File: config.mk
export PLATFORM = sky130hd
export DESIGN_NAME = sdram_port_arbiter
export DESIGN_NICKNAME = d
export VERILOG_FILES = /design/src/rtl/sdram_port_arbiter.sv
export SDC_FILE = /design/constraint.sdc
export NUM_CORES = 1
export LEC_CHECK = 0
export ABC_CLOCK_PERIOD_IN_PS = 2300
export BUFFER_PORTS_ARGS = -buffer_cell sky130_fd_sc_hd__clkbuf_2
export CAP_MARGIN = 10
export CELL_PAD_IN_SITES_DETAIL_PLACEMENT = 0
export CELL_PAD_IN_SITES_GLOBAL_PLACEMENT = 1
export CORE_UTILIZATION = 31
export CTS_CLUSTER_DIAMETER = 120
export DETAILED_ROUTE_END_ITERATION = 8
export PLACE_DENSITY = 0.88
export SYNTH_ARGS = -nofsm -noshare
export SYNTH_HDL_FRONTEND = slang
export SYNTH_SLANG_ARGS = --single-unit
File: constraint.sdc
create_clock -name sdram_clk -period 2.3 [get_ports sdram_clk]
set_clock_uncertainty 0.2 [all_clocks]
set_input_delay 0.23 -clock sdram_clk [delete_from_list [all_inputs] [get_ports sdram_clk]]
set_output_delay 0.23 -clock sdram_clk [all_outputs]
set_load 0.02 [all_outputs]
File: src/rtl/sdram_port_arbiter.sv
// Multi-client arbiter in front of a single SDRAM controller port.
// One owner at a time, round-robin or fixed priority, with an optional ack timeout.
module sdram_port_arbiter #(
    parameter int NUM_PORTS      = 2,
    parameter int ADDR_WIDTH     = 32,
    parameter int DATA_WIDTH     = 16,
    parameter int SEL_WIDTH      = 2,
    parameter int RR_MODE        = 1,
    parameter int TIMEOUT_CYCLES = 0
) (
    input  logic                            sdram_clk,
    input  logic                            reset,
    input  logic [NUM_PORTS-1:0]            p_acc_i,
    input  logic [NUM_PORTS-1:0]            p_we_i,
    input  logic [NUM_PORTS*ADDR_WIDTH-1:0] p_adr_i,
    input  logic [NUM_PORTS*DATA_WIDTH-1:0] p_dat_i,
    input  logic [NUM_PORTS*SEL_WIDTH-1:0]  p_sel_i,
    output logic [NUM_PORTS-1:0]            p_ack_o,
    output logic [NUM_PORTS-1:0]            p_err_o,
    output logic [DATA_WIDTH-1:0]           p_dat_o,
    output logic [NUM_PORTS-1:0]            p_grant_o,
    input  logic                            c_idle_i,
    output logic                            c_acc_o,
    output logic                            c_we_o,
    output logic [ADDR_WIDTH-1:0]           c_adr_o,
    output logic [DATA_WIDTH-1:0]           c_dat_o,
    output logic [SEL_WIDTH-1:0]            c_sel_o,
    input  logic                            c_ack_i,
    input  logic [DATA_WIDTH-1:0]           c_dat_i,
    output logic                            busy_o
);

    localparam int IDX_W = (NUM_PORTS > 1) ? $clog2(NUM_PORTS) : 1;
    localparam int TO_W  = (TIMEOUT_CYCLES > 0) ? $clog2(TIMEOUT_CYCLES + 1) : 1;

    localparam logic [IDX_W-1:0] LAST_PORT = IDX_W'(NUM_PORTS - 1);
    localparam logic [TO_W-1:0]  TO_LAST   = (TIMEOUT_CYCLES > 0) ? TO_W'(TIMEOUT_CYCLES - 1) : '0;
    localparam logic [TO_W-1:0]  TO_MAX    = TO_W'(TIMEOUT_CYCLES);

    localparam logic [1:0] ST_IDLE    = 2'd0;
    localparam logic [1:0] ST_BUSY    = 2'd1;
    localparam logic [1:0] ST_RELEASE = 2'd2;

    logic [1:0]       state;
    logic [IDX_W-1:0] grant_idx;
    logic [IDX_W-1:0] last_grant;
    logic [IDX_W-1:0] winner_idx;
    logic [IDX_W-1:0] cand_idx;
    logic             winner_found;
    logic             arb_enable;
    logic [TO_W-1:0]  timeout_cnt;
    int               cand;

    // Round-robin search begins just after the previous owner; fixed mode scans from port 0.
    always_comb begin
        winner_idx   = '0;
        winner_found = 1'b0;
        cand         = 0;
        cand_idx     = '0;
        for (int i = 0; i < NUM_PORTS; i++) begin
            if (RR_MODE != 0)
                cand = (int'(last_grant) + 1 + i) % NUM_PORTS;
            else
                cand = i;
            cand_idx = IDX_W'(cand);
            if (!winner_found && p_acc_i[cand_idx]) begin
                winner_found = 1'b1;
                winner_idx   = cand_idx;
            end
        end
    end

    // arb_enable holds off arbitration for the first cycle after reset is released.
    always_ff @(posedge sdram_clk) begin
        if (reset) begin
            state       <= ST_IDLE;
            c_acc_o     <= 1'b0;
            c_we_o      <= 1'b0;
            c_adr_o     <= '0;
            c_dat_o     <= '0;
            c_sel_o     <= '0;
            p_ack_o     <= '0;
            p_err_o     <= '0;
            p_grant_o   <= '0;
            p_dat_o     <= '0;
            grant_idx   <= '0;
            last_grant  <= LAST_PORT;
            arb_enable  <= 1'b0;
            timeout_cnt <= '0;
        end else begin
            arb_enable <= 1'b1;
            p_ack_o    <= '0;
            p_err_o    <= '0;
            case (state)
                ST_IDLE: begin
                    if (arb_enable && c_idle_i && winner_found) begin
                        grant_idx   <= winner_idx;
                        last_grant  <= winner_idx;
                        p_grant_o   <= NUM_PORTS'(1) << winner_idx;
                        c_acc_o     <= 1'b1;
                        c_we_o      <= p_we_i[winner_idx];
                        c_adr_o     <= p_adr_i[winner_idx*ADDR_WIDTH +: ADDR_WIDTH];
                        c_dat_o     <= p_dat_i[winner_idx*DATA_WIDTH +: DATA_WIDTH];
                        c_sel_o     <= p_sel_i[winner_idx*SEL_WIDTH +: SEL_WIDTH];
                        timeout_cnt <= '0;
                        state       <= ST_BUSY;
                    end
                end
                ST_BUSY: begin
                    // A late ack takes precedence over a timeout landing in the same cycle.
                    if (c_ack_i) begin
                        c_acc_o            <= 1'b0;
                        c_we_o             <= 1'b0;
                        p_ack_o[grant_idx] <= 1'b1;
                        if (!c_we_o)
                            p_dat_o <= c_dat_i;
                        state <= ST_RELEASE;
                    end else if (TIMEOUT_CYCLES > 0 && timeout_cnt == TO_LAST) begin
                        c_acc_o            <= 1'b0;
                        c_we_o             <= 1'b0;
                        p_err_o[grant_idx] <= 1'b1;
                        timeout_cnt        <= TO_MAX;
                        state              <= ST_RELEASE;
                    end else if (TIMEOUT_CYCLES > 0 && timeout_cnt != TO_MAX) begin
                        timeout_cnt <= timeout_cnt + 1'b1;
                    end
                end
                ST_RELEASE: begin
                    // Wait for the owner to drop its request so a stale one is not re-granted.
                    if (!p_acc_i[grant_idx]) begin
                        p_grant_o <= '0;
                        state     <= ST_IDLE;
                    end
                end
                default: state <= ST_IDLE;
            endcase
        end
    end

    assign busy_o = (state != ST_IDLE);

endmodule

# ---- After elaboration in Yosys (flattened, before gate mapping)
# Cells that the tools add are included.
dict set report word_totals {
  latch_bits 0
  ff_bits 77
  word_cells 72
  mem_bits_rw 0
  output_inout_bits 75
  mem_count 0
  rom_bits 0
  input_bits 124
}
dict set report classes {
  n_div 0
  mul 0
  addsub 2
  mux 26
  n_reduce_logical 15
  magnitude_cmp 5
  shift 4
  bitwise_logic 3
  n_eq_ne 5
}
# operator count
set op_table {}
lappend op_table {{$shiftx 64x7->32} 1}
lappend op_table {{$shiftx 32x6->16} 1}
lappend op_table {{$mux 1} 17}
lappend op_table {{$reduce_and 3->1} 4}
lappend op_table {{$lt 1x2->1 const B} 4}
lappend op_table {{$mux 2} 4}
lappend op_table {{$ne 2x2->1 const B} 3}
lappend op_table {{$pmux 2 s3} 1}
lappend op_table {{$reduce_bool 2->1} 3}
lappend op_table {{$logic_and 1x1->1} 4}
lappend op_table {{$pmux 1 s2} 2}
lappend op_table {{$pmux 2 s2} 1}
lappend op_table {{$shiftx 4x3->2} 1}
lappend op_table {{$not 1->1} 3}
lappend op_table {{$reduce_or 3->1} 1}
lappend op_table {{$add 1x1->1 const B} 2}
lappend op_table {{$eq 2x1->1 const B} 1}
lappend op_table {{$eq 2x2->1 const B} 1}
lappend op_table {{$logic_not 2->1} 1}
lappend op_table {{$reduce_and 2->1} 1}
lappend op_table {{$shl 1x1->2 const A} 1}
lappend op_table {{$demux 1 s1} 1}
lappend op_table {{$ge 1x1->1 const B} 1}
lappend op_table {{$logic_not 1->1} 1}

# ---- Depth between registers and ports, before layout
dict set report logic_depth {
  word_depth 11
  ltp_mapped 6
  mapped_depth_nobuf 3
}

# ---- Worst setup path before layout
# OpenSTA, ideal clock, no wires.
dict set report synth_timing {
  path_kind {reg-to-reg}
  start {register state[0]}
  end {register c_adr_o[26]}
  arrival_ps 1315
  stages_incl_launch_ff 6
  setup_ps 122
  slack_ps 663
  required_time_ps 1978
  period_less_slack_ps 1637
  path_buffers 2
  path_cell_list {dfxtp_1 > and4bb_2 > and2_4 > buf_6 > buf_6 > a221o_1}
}
dict set report synth_via {
  elab_chain_len 2
}
# element line_no
set synth_rtl {}
lappend synth_rtl {{from (decl)} 44} ;# logic [1:0] state;
lappend synth_rtl {{from (signal assigned)} 76} ;# state <= ST_IDLE;
lappend synth_rtl {{from (signal assigned)} 106} ;# state <= ST_BUSY;
lappend synth_rtl {{from (signal assigned)} 117} ;# state <= ST_RELEASE;
lappend synth_rtl {{$logic_not 2->1} 94} ;# case (state)
lappend synth_rtl {{$reduce_and 2->1 (no line)} --}
lappend synth_rtl {{to (signal assigned)} 102} ;# c_adr_o <= p_adr_i[winner_idx*ADDR_WIDTH +: ADDR_WIDTH];
lappend synth_rtl {{to (decl)} 25} ;# output logic [ADDR_WIDTH-1:0] c_adr_o,
# No other way between the ends.
# A chain may end at the register's enable or synchronous reset.

# ---- Worst setup path in the final report
dict set report layout_timing {
  start {register state[1]}
  end {register c_dat_o[1]}
}
dict set report layout_via {
  elab_chain_len 2
}
# element line_no
set layout_rtl {}
lappend layout_rtl {{$logic_not 2->1} 94}
lappend layout_rtl {{$reduce_and 2->1 (no line)} --}
lappend layout_rtl {{to (signal assigned)} 103} ;# c_dat_o <= p_dat_i[winner_idx*DATA_WIDTH +: DATA_WIDTH];
lappend layout_rtl {{to (decl)} 26} ;# output logic [DATA_WIDTH-1:0] c_dat_o,
# No other way between the ends.

==> metrics.md <==
| Metric | Value |
|---|---|
| Synth cell types | `33` |
| CTS H-tree lvls | `3` |
| Synthesized cell area | `3632 sq um` |
| Post-synthesis sequential area ratio | `0.4244` |
| Placeable Area | `11420 sq um` |
| DIE WIDTH | `around 110 microns` |
| Fillcell total | `~1100` |
| Synth Area per Inst | `~9 sq um` |
| # DRC | `0` |
| Post-DP HPWL | `between 7000 and 8000 microns` |
| Num Clock Sinks | `77` |
| Routed vias | `4186` |
| IO Pins | `about 200` |
| Share of the cycle needed by the critical path after routing | `0.7839` |
| DR WL met3 | `861 microns` |
| Minimum clock period | `between 1500 and 2000 ps` |
| ANT nets after route | `0` |
| Initial DRT Pass Iterations | `5` |
| CTS tree | `built` |
| WP data arrival | `roughly 1900 ps` |
| Setup TNS | `0 ps` |
| Max IR drop VDD | `0.3551 mV` |
| Share of layout cells above drive strength 1 | `0.3480` |
| Vias in the first global route | `slightly below 4000` |
| Clock Latency Late Sink | `around 330 ps` |
| Setup WS post-layout | `496.9 ps` |
| Highest clock rate | `~0.55 GHz` |
| Final Hold Viols | `0` |
| Number of synthesized register bits | `a little under 80` |
| Die Span Y | `between 100 and 150 microns` |
| DR iter-0 viols | `308` |
| Clk Tree Root Cell | `clkbuf_16` |
| Post-CTS Setup Repair Bufs | `0` |
| Routed wire per std cell | `about 15 microns` |
| CTS buffer count | `9` |
| Final setup fails | `0` |
| Diodes inserted | `0` |
| DIE AREA | `12150 sq um` |
| HP Class | `primary input to register` |
| Startpoint Class | `register` |
| Slew @ Worst Pin | `approximately 700 ps` |
| RePlAce Congestion | `~0.75` |
| Worst Setup Path Type | `register to register` |
| Routed vias/inst | `approximately 5.2` |
| Area grow syn2layout | `54.50%` |
| RSZ-0062 raised after global routing | `no` |
| GRT Total Usage | `0.1900` |
| Largest net degree at the start of global routing | `between 50 and 60` |
| Final Max Slew Viols | `0` |
| Global-route wire length before repair | `between 15000 and 20000 microns` |
| Drt total wl | `about 12000 microns` |
| GRT overflow | `0` |
| WP data required | `roughly 2400 ps` |
| Run status | `complete, no violations` |
| DR top layer | `met4` |
| Initial Util | `0.3181` |
| Worst Path Max Fanout | `52` |
| Nets | `777` |
| Worst Setup End Kind | `register` |
| Ranking of synthesized cells by area | `dfxtp_1, a221o_1, a21oi_1, and3_1, nand2b_1` |
| Power density cells | `between 600 and 700 nW/um^2` |
| Ys Warns | `0` |
| WL met1 | `about 5100 microns` |
| WHS | `roughly 20 ps` |
| Row count | `39` |
| Count of port buffers added during placement | `about 200` |
| Final Non-Filler Cells | `801` |
| Placed cell count | `717` |
| Clock-pin slew on the worst setup and hold paths | `about 60 ps` |
| Synth Instances | `410` |
| Area leader, netlist | `dfxtp_1` |
| Worst relative slew slack | `0.5423` |
| Initial antenna violation count | `0` |
| Pre-CTS setup slack | `slightly above 500 ps` |
| Max cap viols | `0` |
| Yosys top cell area share | `0.4244` |
| Clk buf depth | `2` |
| LEAKAGE | `around 2.7 nW` |
| Routed wl met2 | `5842 microns` |
routing by layer:
metal	GRT usage	vias to the layer above
li1	-	1984
met1	0.2266	1987
met2	0.3261	192
met3	0.04350	23
met4	0.08083	0
met5	0	-
cell usage after synthesis:
library cell / n
or2_1: 1
conb_1: 1
and4bb_2: 1
a21bo_1: 1
a22oi_1: 1
and2_4: 1
nor3_2: 1
and3_1: 51
nand4bb_1: 2
a21oi_1: 71
nand2b_1: 51
a311oi_1: 1
dfxtp_1: 77
a221o_1: 50
buf_6: 7
nand3b_1: 1
o21ai_0: 2
nor4bb_1: 1
nor3_1: 1
buf_4: 4
nand2_1: 37
a221oi_1: 1
inv_1: 2
clkbuf_1: 27
a32o_1: 1
nor3b_1: 1
a21o_1: 1
or3b_2: 1
a21boi_0: 1
mux2i_1: 1
nor2b_1: 1
buf_2: 9
or2_2: 1
critical path, cell delays in order, from the launching register on:
cell and delay (ps):
dfxtp_1 360, and4bb_2 350, and2_4 560, a221o_1 270
logic make-up after synthesis:
logic type             count (synthesis)  share of synthesized area
and+or+nand+nor                      152                     0.2446
AOI/OAI and AO/OA                    130                     0.2549
DFF                                   77                     0.4244
buffers and inverters                 49                    0.07234
muxes                                  1                   0.002756
other                                  1                   0.001032
where the power goes:
part / leakage (nW) / total, W / internal, W / switching [W]
clock network: 0.134 / 0.00132 / 0.000790 / 0.000529
registers: 0.627 / 0.00144 / 0.00140 / 0.0000418
logic: 1.95 / 0.000625 / 0.000307 / 0.000318
total: 2.71 / 0.00339 / 0.00250 / 0.000889
state kept, by name, indices dropped and copies added (netlist names):
| register | flops |
|---|---|
| arb_enable | 1 |
| grant_idx | 1 |
| p_dat_o | 16 |
| p_ack_o | 2 |
| p_grant_o | 2 |
| c_acc_o | 1 |
| c_adr_o | 32 |
| c_sel_o | 2 |
| c_we_o | 1 |
| c_dat_o | 16 |
| state | 2 |
| last_grant | 1 |
worst paths after layout:
kind / startpoint / depth (start not counted) / slack [ps] / endpoint
worst max-delay path: state[1] / 3 / 500 / c_dat_o[1]
worst min-delay path: c_ack_i / 3 / 20 / state[0]
worst max register to register: state[1] / 3 / 500 / c_dat_o[1]
worst min register to register: p_dat_o[4] / 2 / 260 / p_dat_o[4]
timing repair:
item	4_1_cts	5_1_grt
hold buffers	68	0
gates resized for setup	0	0
endpoints found under the hold margin	67	0
placed cells by master (no fill, tap or decap), drive strengths merged, types with 14 or more instances in the layout:
cell type and count:
and3 51, dlygate4sd3 68, nand2 37, a21oi 71, nand2b 51, buf 14
a221o 50, clkbuf 211, dfxtp 77
cell type report:
cell class / instances / area (sq um) / share of cell area
multi-input cells: 285 / 1844 / 0.3287
repair buffers: 278 / 1767 / 0.3148
flip-flops and latches: 77 / 1541 / 0.2747
clock buffers: 15 / 267.8 / 0.04771
well taps: 143 / 178.9 / 0.03188
inverters: 2 / 7.507 / 0.001338
clock inverters: 1 / 5.005 / 0.0008919
metrics by stage:
stage	utilization	total power (W)	cell area (sq um)
detailed placement	0.4080	0.001999	4658
global placement	0.4080	0.001989	4658
floorplan	-	0.001781	3636
global route	0.4915	0.003541	5612
finish	0.4915	0.003386	5612
CTS	0.4915	0.003413	5612
Power figures use the tool's default switching activity.
